[src/rtl/uart_pkg.sv]
// Shared types and constants for the UART transmit-side front end.
package uart_pkg;

  localparam int DIV_BITS = 4;

  typedef enum logic [1:0] {
    TXF_IDLE = 2'd0,
    TXF_LOAD = 2'd1,
    TXF_SEND = 2'd2
  } txf_state_t;

endpackage

[src/rtl/uart_sync_fifo.sv]
// Synchronous FIFO with registered pointers and a combinational head read.
// Pushes while full and pops while empty are ignored.
module uart_sync_fifo #(
  parameter int WIDTH = 8,
  parameter int DEPTH = 4
) (
  input  logic                     clock,
  input  logic                     reset,
  input  logic                     push,
  input  logic [WIDTH-1:0]         pushData,
  input  logic                     pop,
  output logic [WIDTH-1:0]         head,
  output logic                     full,
  output logic                     empty,
  output logic [$clog2(DEPTH):0]   count
);

  localparam int PTR_W = $clog2(DEPTH);
  localparam logic [PTR_W:0]   FULL_COUNT = (PTR_W + 1)'(DEPTH);
  localparam logic [PTR_W:0]   COUNT_ONE  = (PTR_W + 1)'(1);
  localparam logic [PTR_W-1:0] PTR_ONE    = PTR_W'(1);

  logic [WIDTH-1:0] mem [DEPTH];
  logic [PTR_W-1:0] wrPtr;
  logic [PTR_W-1:0] rdPtr;
  logic             doPush;
  logic             doPop;

  assign full   = (count == FULL_COUNT);
  assign empty  = (count == '0);
  assign doPush = push && !full;
  assign doPop  = pop && !empty;
  assign head   = mem[rdPtr];

  always_ff @(posedge clock) begin
    if (doPush) begin
      mem[wrPtr] <= pushData;
    end
  end

  // Pointers wrap naturally; count carries the extra bit that tells full from empty.
  always_ff @(posedge clock) begin
    if (reset) begin
      wrPtr <= '0;
      rdPtr <= '0;
      count <= '0;
    end else begin
      if (doPush) begin
        wrPtr <= wrPtr + PTR_ONE;
      end
      if (doPop) begin
        rdPtr <= rdPtr + PTR_ONE;
      end
      case ({doPush, doPop})
        2'b10:   count <= count + COUNT_ONE;
        2'b01:   count <= count - COUNT_ONE;
        default: count <= count;
      endcase
    end
  end

endmodule

[src/rtl/uart_tx_feeder.sv]
// UART transmit front end: byte FIFO, 1/16 bit-rate enable and the shiftLoad handshake.
// Define UART_TXF_LEVEL_EN to add the FIFO occupancy port "level".
module uart_tx_feeder
  import uart_pkg::*;
#(
  parameter int WIDTH     = 8,
  parameter int DEPTH     = 4,
  parameter int DIV_PHASE = 7
) (
  input  logic                   clock,
  input  logic                   reset,
  input  logic                   load,
  input  logic [WIDTH-1:0]       dataIn,
  output logic                   full,
  output logic                   empty,
  output logic                   overrun,
  output logic                   enable,
  output logic                   shiftLoad,
  output logic [WIDTH-1:0]       parallelOut,
  input  logic                   txEmpty,
  output txf_state_t             state
`ifdef UART_TXF_LEVEL_EN
  ,
  output logic [$clog2(DEPTH):0] level
`endif
);

  localparam int PTR_W = $clog2(DEPTH);
  localparam logic [DIV_BITS-1:0] PHASE   = DIV_BITS'(DIV_PHASE);
  localparam logic [DIV_BITS-1:0] DIV_ONE = DIV_BITS'(1);

  txf_state_t          stateQ;
  txf_state_t          stateNext;
  logic [DIV_BITS-1:0] freqDiv;
  logic                latchHead;
  logic                popReq;
  logic [WIDTH-1:0]    fifoHead;
  logic                fifoFull;
  logic                fifoEmpty;

`ifndef UART_TXF_LEVEL_EN
  logic [PTR_W:0]      unusedCount;
`endif

  uart_sync_fifo #(
    .WIDTH (WIDTH),
    .DEPTH (DEPTH)
  ) u_fifo (
    .clock    (clock),
    .reset    (reset),
    .push     (load),
    .pushData (dataIn),
    .pop      (popReq),
    .head     (fifoHead),
    .full     (fifoFull),
    .empty    (fifoEmpty),
`ifdef UART_TXF_LEVEL_EN
    .count    (level)
`else
    .count    (unusedCount)
`endif
  );

  assign full   = fifoFull;
  assign empty  = fifoEmpty;
  assign enable = (freqDiv == PHASE);
  assign state  = stateQ;

  // Handshake: shiftLoad=0 offers parallelOut; the transmitter takes it on the
  // next enable edge, which is also the edge that pops the FIFO and raises shiftLoad.
  assign shiftLoad = (stateQ != TXF_LOAD);

  always_comb begin
    stateNext = stateQ;
    latchHead = 1'b0;
    popReq    = 1'b0;
    case (stateQ)
      TXF_IDLE: begin
        if (enable && txEmpty && !fifoEmpty) begin
          latchHead = 1'b1;
          stateNext = TXF_LOAD;
        end
      end
      TXF_LOAD: begin
        if (enable) begin
          popReq    = 1'b1;
          stateNext = TXF_SEND;
        end
      end
      TXF_SEND: begin
        if (txEmpty) begin
          stateNext = TXF_IDLE;
        end
      end
      default: begin
        stateNext = TXF_IDLE;
      end
    endcase
  end

  always_ff @(posedge clock) begin
    if (reset) begin
      stateQ      <= TXF_IDLE;
      freqDiv     <= '0;
      parallelOut <= '0;
      overrun     <= 1'b0;
    end else begin
      stateQ  <= stateNext;
      freqDiv <= freqDiv + DIV_ONE;
      if (latchHead) begin
        parallelOut <= fifoHead;
      end
      // full is the pre-edge value, so a push on a pop edge of a full FIFO is lost too.
      if (load && fifoFull) begin
        overrun <= 1'b1;
      end
    end
  end

endmodule

[config.mk]
export PLATFORM = sky130hd
export DESIGN_NAME = uart_tx_feeder
export DESIGN_NICKNAME = d
export VERILOG_FILES = /design/src/rtl/uart_pkg.sv /design/src/rtl/uart_sync_fifo.sv /design/src/rtl/uart_tx_feeder.sv
export SDC_FILE = /design/constraint.sdc
export NUM_CORES = 1
export LEC_CHECK = 0
export CAP_MARGIN = 30
export CORE_ASPECT_RATIO = 0.9
export CORE_MARGIN = 2
export CORE_UTILIZATION = 49
export CTS_CLUSTER_SIZE = 10
export DETAILED_ROUTE_END_ITERATION = 10
export PLACE_DENSITY = 0.73
export SETUP_SLACK_MARGIN = 0.2
export SLEW_MARGIN = 15
export SYNTH_ARGS = -nofsm -noshare
export SYNTH_HDL_FRONTEND = slang
export SYNTH_SLANG_ARGS = --single-unit
[constraint.sdc]
create_clock -name clock -period 2.62 [get_ports clock]
set_clock_uncertainty 0.2 [all_clocks]
set_input_delay 0.262 -clock clock [delete_from_list [all_inputs] [get_ports clock]]
set_output_delay 0.262 -clock clock [all_outputs]
set_load 0.005 [all_outputs]
==> flow_metrics.env <==
export IMPL_synth_enable_flop_cells=32
export IMPL_synthCells=163
export IMPL_viasPerCell=5.41
export IMPL_first_pass_grt_wire_length_um=6190
export IMPL_clock_tree_htree_level_count=2
export IMPL_achievable_frequency_mhz=426
export IMPL_fraction_of_layout_instances_using_a_drive_strength_above_1_pct=20.1
export IMPL_timing_hold_worst_path_depth=2
export IMPL_grt_pass1_vias=1285
export IMPL_syn_mean_instance_area_um2=13.7
export IMPL_drt_total_wl_um=4000
export IMPL_max_slew_margin_rel_pct=58.3
export IMPL_top_reg_cell_synth="edfxtp_1"
export IMPL_finish_utilization_pct=62.7
export IMPL_power_ir_vdd_worst_v=0.000447
export IMPL_synth_seq_cells=54
export IMPL_timing_max_cap_violations=0
export IMPL_critical_path_max_fanout=7
export IMPL_cp_data_arrival_time_ns=2.37
export IMPL_power_combinational_fraction_pct=8.1
export IMPL_synthXorXnorAreaFrac_pct=1.57
export IMPL_path_clk_slew_ns=0.09
export IMPL_grt_setup_unrepaired="false"
export IMPL_r2r_cells=8
export IMPL_final_nets=217
export IMPL_setup_slack_ns=0.274
export IMPL_setup_tns_final_ns=0
export IMPL_worstSetupStartpointType="flip-flop"
export IMPL_num_antenna_cells=0
export IMPL_drc_errors=0
export IMPL_fraction_of_power_spent_switching_nets_pct=21.1
export IMPL_die_width_um=75.1
export IMPL_synth_seq_area_share_pct=62.9
export IMPL_post_route_cell_area_um2=2760
export IMPL_placement_io_buffers=26
export IMPL_root_buffer_master="clkbuf_8"
export IMPL_top_level_ports=27
export IMPL_route_detailed_wl_per_inst_um=15.3
export IMPL_cts_tree="built"
export IMPL_dominant_combinational_cell_family_by_area_after_synthesis="simple AND/OR/NAND/NOR gates"
export IMPL_worst_slew_pin_slew_ns=0.625
export IMPL_cts_path_max_buffers=2
export IMPL_detailroute_via_count=1411
export IMPL_setup_viol=0
export IMPL_power_static_leakage_nw=1.00
export IMPL_finalCriticalPeriod_ns=2.35
export IMPL_cts_num_sinks=54
export IMPL_share_of_synthesized_registers_carrying_an_async_set_or_reset_pct=0
export IMPL_pwr_share_seq_pct=58.3
export IMPL_post_synthesis_share_of_cell_area_spent_on_and_or_nand_and_nor_gates_pct=12.4
export IMPL_global_route_overflow_total=0
export IMPL_internal_power_mw=1.28
export IMPL_yosys_mux_area_fraction_pct=8.09
export IMPL_period_share_pct=89.5
export IMPL_preCtsSetupSlack_ns=0.0831
export IMPL_dpl_cell_count=249
export IMPL_whs_ns=0.284
export IMPL_cellPowerDensity_nw_per_um2=586
export IMPL_antenna_left=0
export IMPL_ys_warnings_count=0
export IMPL_worst_hold_path_type="flip-flop to flip-flop"
export IMPL_criticalPathCategory="flip-flop to flip-flop"
export IMPL_hold_viol=0
export IMPL_synth_area_um2=2230
export IMPL_grt_max_degree=18
export IMPL_status="finished clean"
export IMPL_initial_utilization_pct=50.6
export IMPL_ys_types=37
export IMPL_synth_nets=182
export IMPL_netSwitchingPower_uw=342
export IMPL_synth_compound_gate_area_share_pct=6.80
export IMPL_worstSkewPairLatency_ns=0.30
export IMPL_antenna_violations_before_repair=0
export IMPL_dr_first_iter_drc_count=68
export IMPL_placeableCoreArea_um2=4400
export IMPL_p_clk_share_pct=33.6
export IMPL_dpl_hpwl_um=2810
export IMPL_area_growth_syn_to_layout_pct=24.0
export IMPL_site_rows=23
export IMPL_setup_worst_path_end_class="flip-flop"
export IMPL_cts_made_buffers=5
export IMPL_finalWeightedCongestion=0.761
export IMPL_dieArea_um2=5100
export IMPL_placedInstanceArea_um2=2570
export IMPL_report_power_total_mw=1.62
export IMPL_number_of_max_slew_violations_in_the_final_report=0
export IMPL_detail_route_first_pass_iterations=5
export IMPL_die_y_um=68.0
export IMPL_final_standard_cell_count_with_taps_included_and_fillers_excluded=261
export IMPL_cp_required_ns=2.64
export IMPL_global_route_usage_over_all_layers_pct=17.0
export IMPL_synth_fa_ha_area_share_pct=4.27
[worst max-delay path, cell delays in order (launching register included)]
cell and delay, ns:
dfxtp_1 0.38, nand2b_2 0.26, nor3_4 0.27, ha_4 0.18, inv_1 0.05, fa_2 0.33
xor2_1 0.16, or3_1 0.32, a21oi_2 0.12
[area by class of cell]
class                      count  area (um^2)
clock buffer                   6         72.6
clock inverter                 2         38.8
fill                         345         1640
inverter                      11         46.3
multi-input combinational     90          786
sequential                    54         1410
tap                           62         77.6
timing repair buffer          36          335
[synthesized netlist by cell type, types with 2 or more instances]
| cell | count | share of area (%) |
|---|---|---|
| edfxtp_1 | 32 | 43 |
| dfxtp_1 | 22 | 20 |
| nor2_1 | 10 | 1.7 |
| inv_1 | 9 | 1.5 |
| nand2_1 | 9 | 1.5 |
| mux4_2 | 8 | 8.1 |
| nand4_1 | 8 | 2.2 |
| o311ai_0 | 8 | 3.1 |
| a21oi_1 | 7 | 1.6 |
| ha_1 | 6 | 3.4 |
| and3_1 | 4 | 1.1 |
| clkbuf_1 | 3 | 0.51 |
| nand3_1 | 3 | 0.67 |
| o21ai_0 | 3 | 0.67 |
| or3_1 | 3 | 0.84 |
| xor2_1 | 3 | 1.2 |
| buf_2 | 2 | 0.45 |
| nor3_1 | 2 | 0.45 |
| o31ai_1 | 2 | 0.67 |
| or4_1 | 2 | 0.67 |
[repair_timing]
item                                    in CTS  in global routing
resized for setup                            3                  8
endpoints found under the setup margin       1                  1
pin swaps                                    2                  2
hold buffers                                 0                  0
buffers inserted                             1                  3
[sequential cells by signal, summed over array words and instances (netlist names)]
| signal | count |
|---|---|
| overrun | 1 |
| u_fifo.rdPtr | 2 |
| freqDiv | 4 |
| u_fifo.wrPtr | 2 |
| u_fifo.mem | 32 |
| state | 2 |
| parallelOut | 8 |
| u_fifo.count | 3 |
[layout by cell type (no fill, tap or decap), types with 2 or more instances in the layout]
cell	count
nand4_1	8
buf_4	10
xor2_1	3
clkbuf_8	5
dfxtp_1	19
ha_4	2
inv_1	9
o21ai_0	3
mux4_2	8
edfxtp_1	32
inv_4	2
o311ai_0	8
a21oi_1	6
dfxtp_2	3
nand2_1	9
or4_1	2
or3_1	3
and3_1	4
clkdlybuf4s50_1	26
ha_1	4
nand3_1	3
nor2_1	10
o31ai_1	2
[cells by family after synthesis]
| kind of cell | Yosys count |
|---|---|
| buffers and inverters | 19 |
| XOR/XNOR | 4 |
| multiplexers | 8 |
| flip-flops | 54 |
| AO/OA/AOI/OAI | 22 |
| adder cells (fa/ha/maj) | 7 |
| AND/OR/NAND/NOR | 49 |
[path summary, 6_finish.rpt]
path	startpoint	endpoint	slack [ns]
max	state[1]$_SDFFE_PP0P_	u_fifo.count[2]$_SDFFE_PP0P_	0.27
min	parallelOut[0]$_SDFFE_PP0P_	parallelOut[0]$_SDFFE_PP0P_	0.28
max reg2reg	state[1]$_SDFFE_PP0P_	u_fifo.count[2]$_SDFFE_PP0P_	0.27
min reg2reg	parallelOut[0]$_SDFFE_PP0P_	parallelOut[0]$_SDFFE_PP0P_	0.28
[layer usage]
layer | track usage (%) | share of wire [%] | wire length, um
met3 | 5.01 | 3.3 | 133
met4 | 6.70 | 0.68 | 27
met1 | 20.5 | 45 | 1800
met5 | 0 | 0 | 0
met2 | 28.7 | 51 | 2040
[power by group through the flow]
stage	Combinational, mW	Clock (mW)	Sequential, mW
after floorplan	0.0740	0	0.957
after global placement	0.117	0	0.958
after detailed placement	0.124	0	0.961
after CTS	0.126	0.553	0.941
after global routing	0.144	0.592	0.947
final	0.132	0.544	0.943
(Power assumes the default switching activity.)
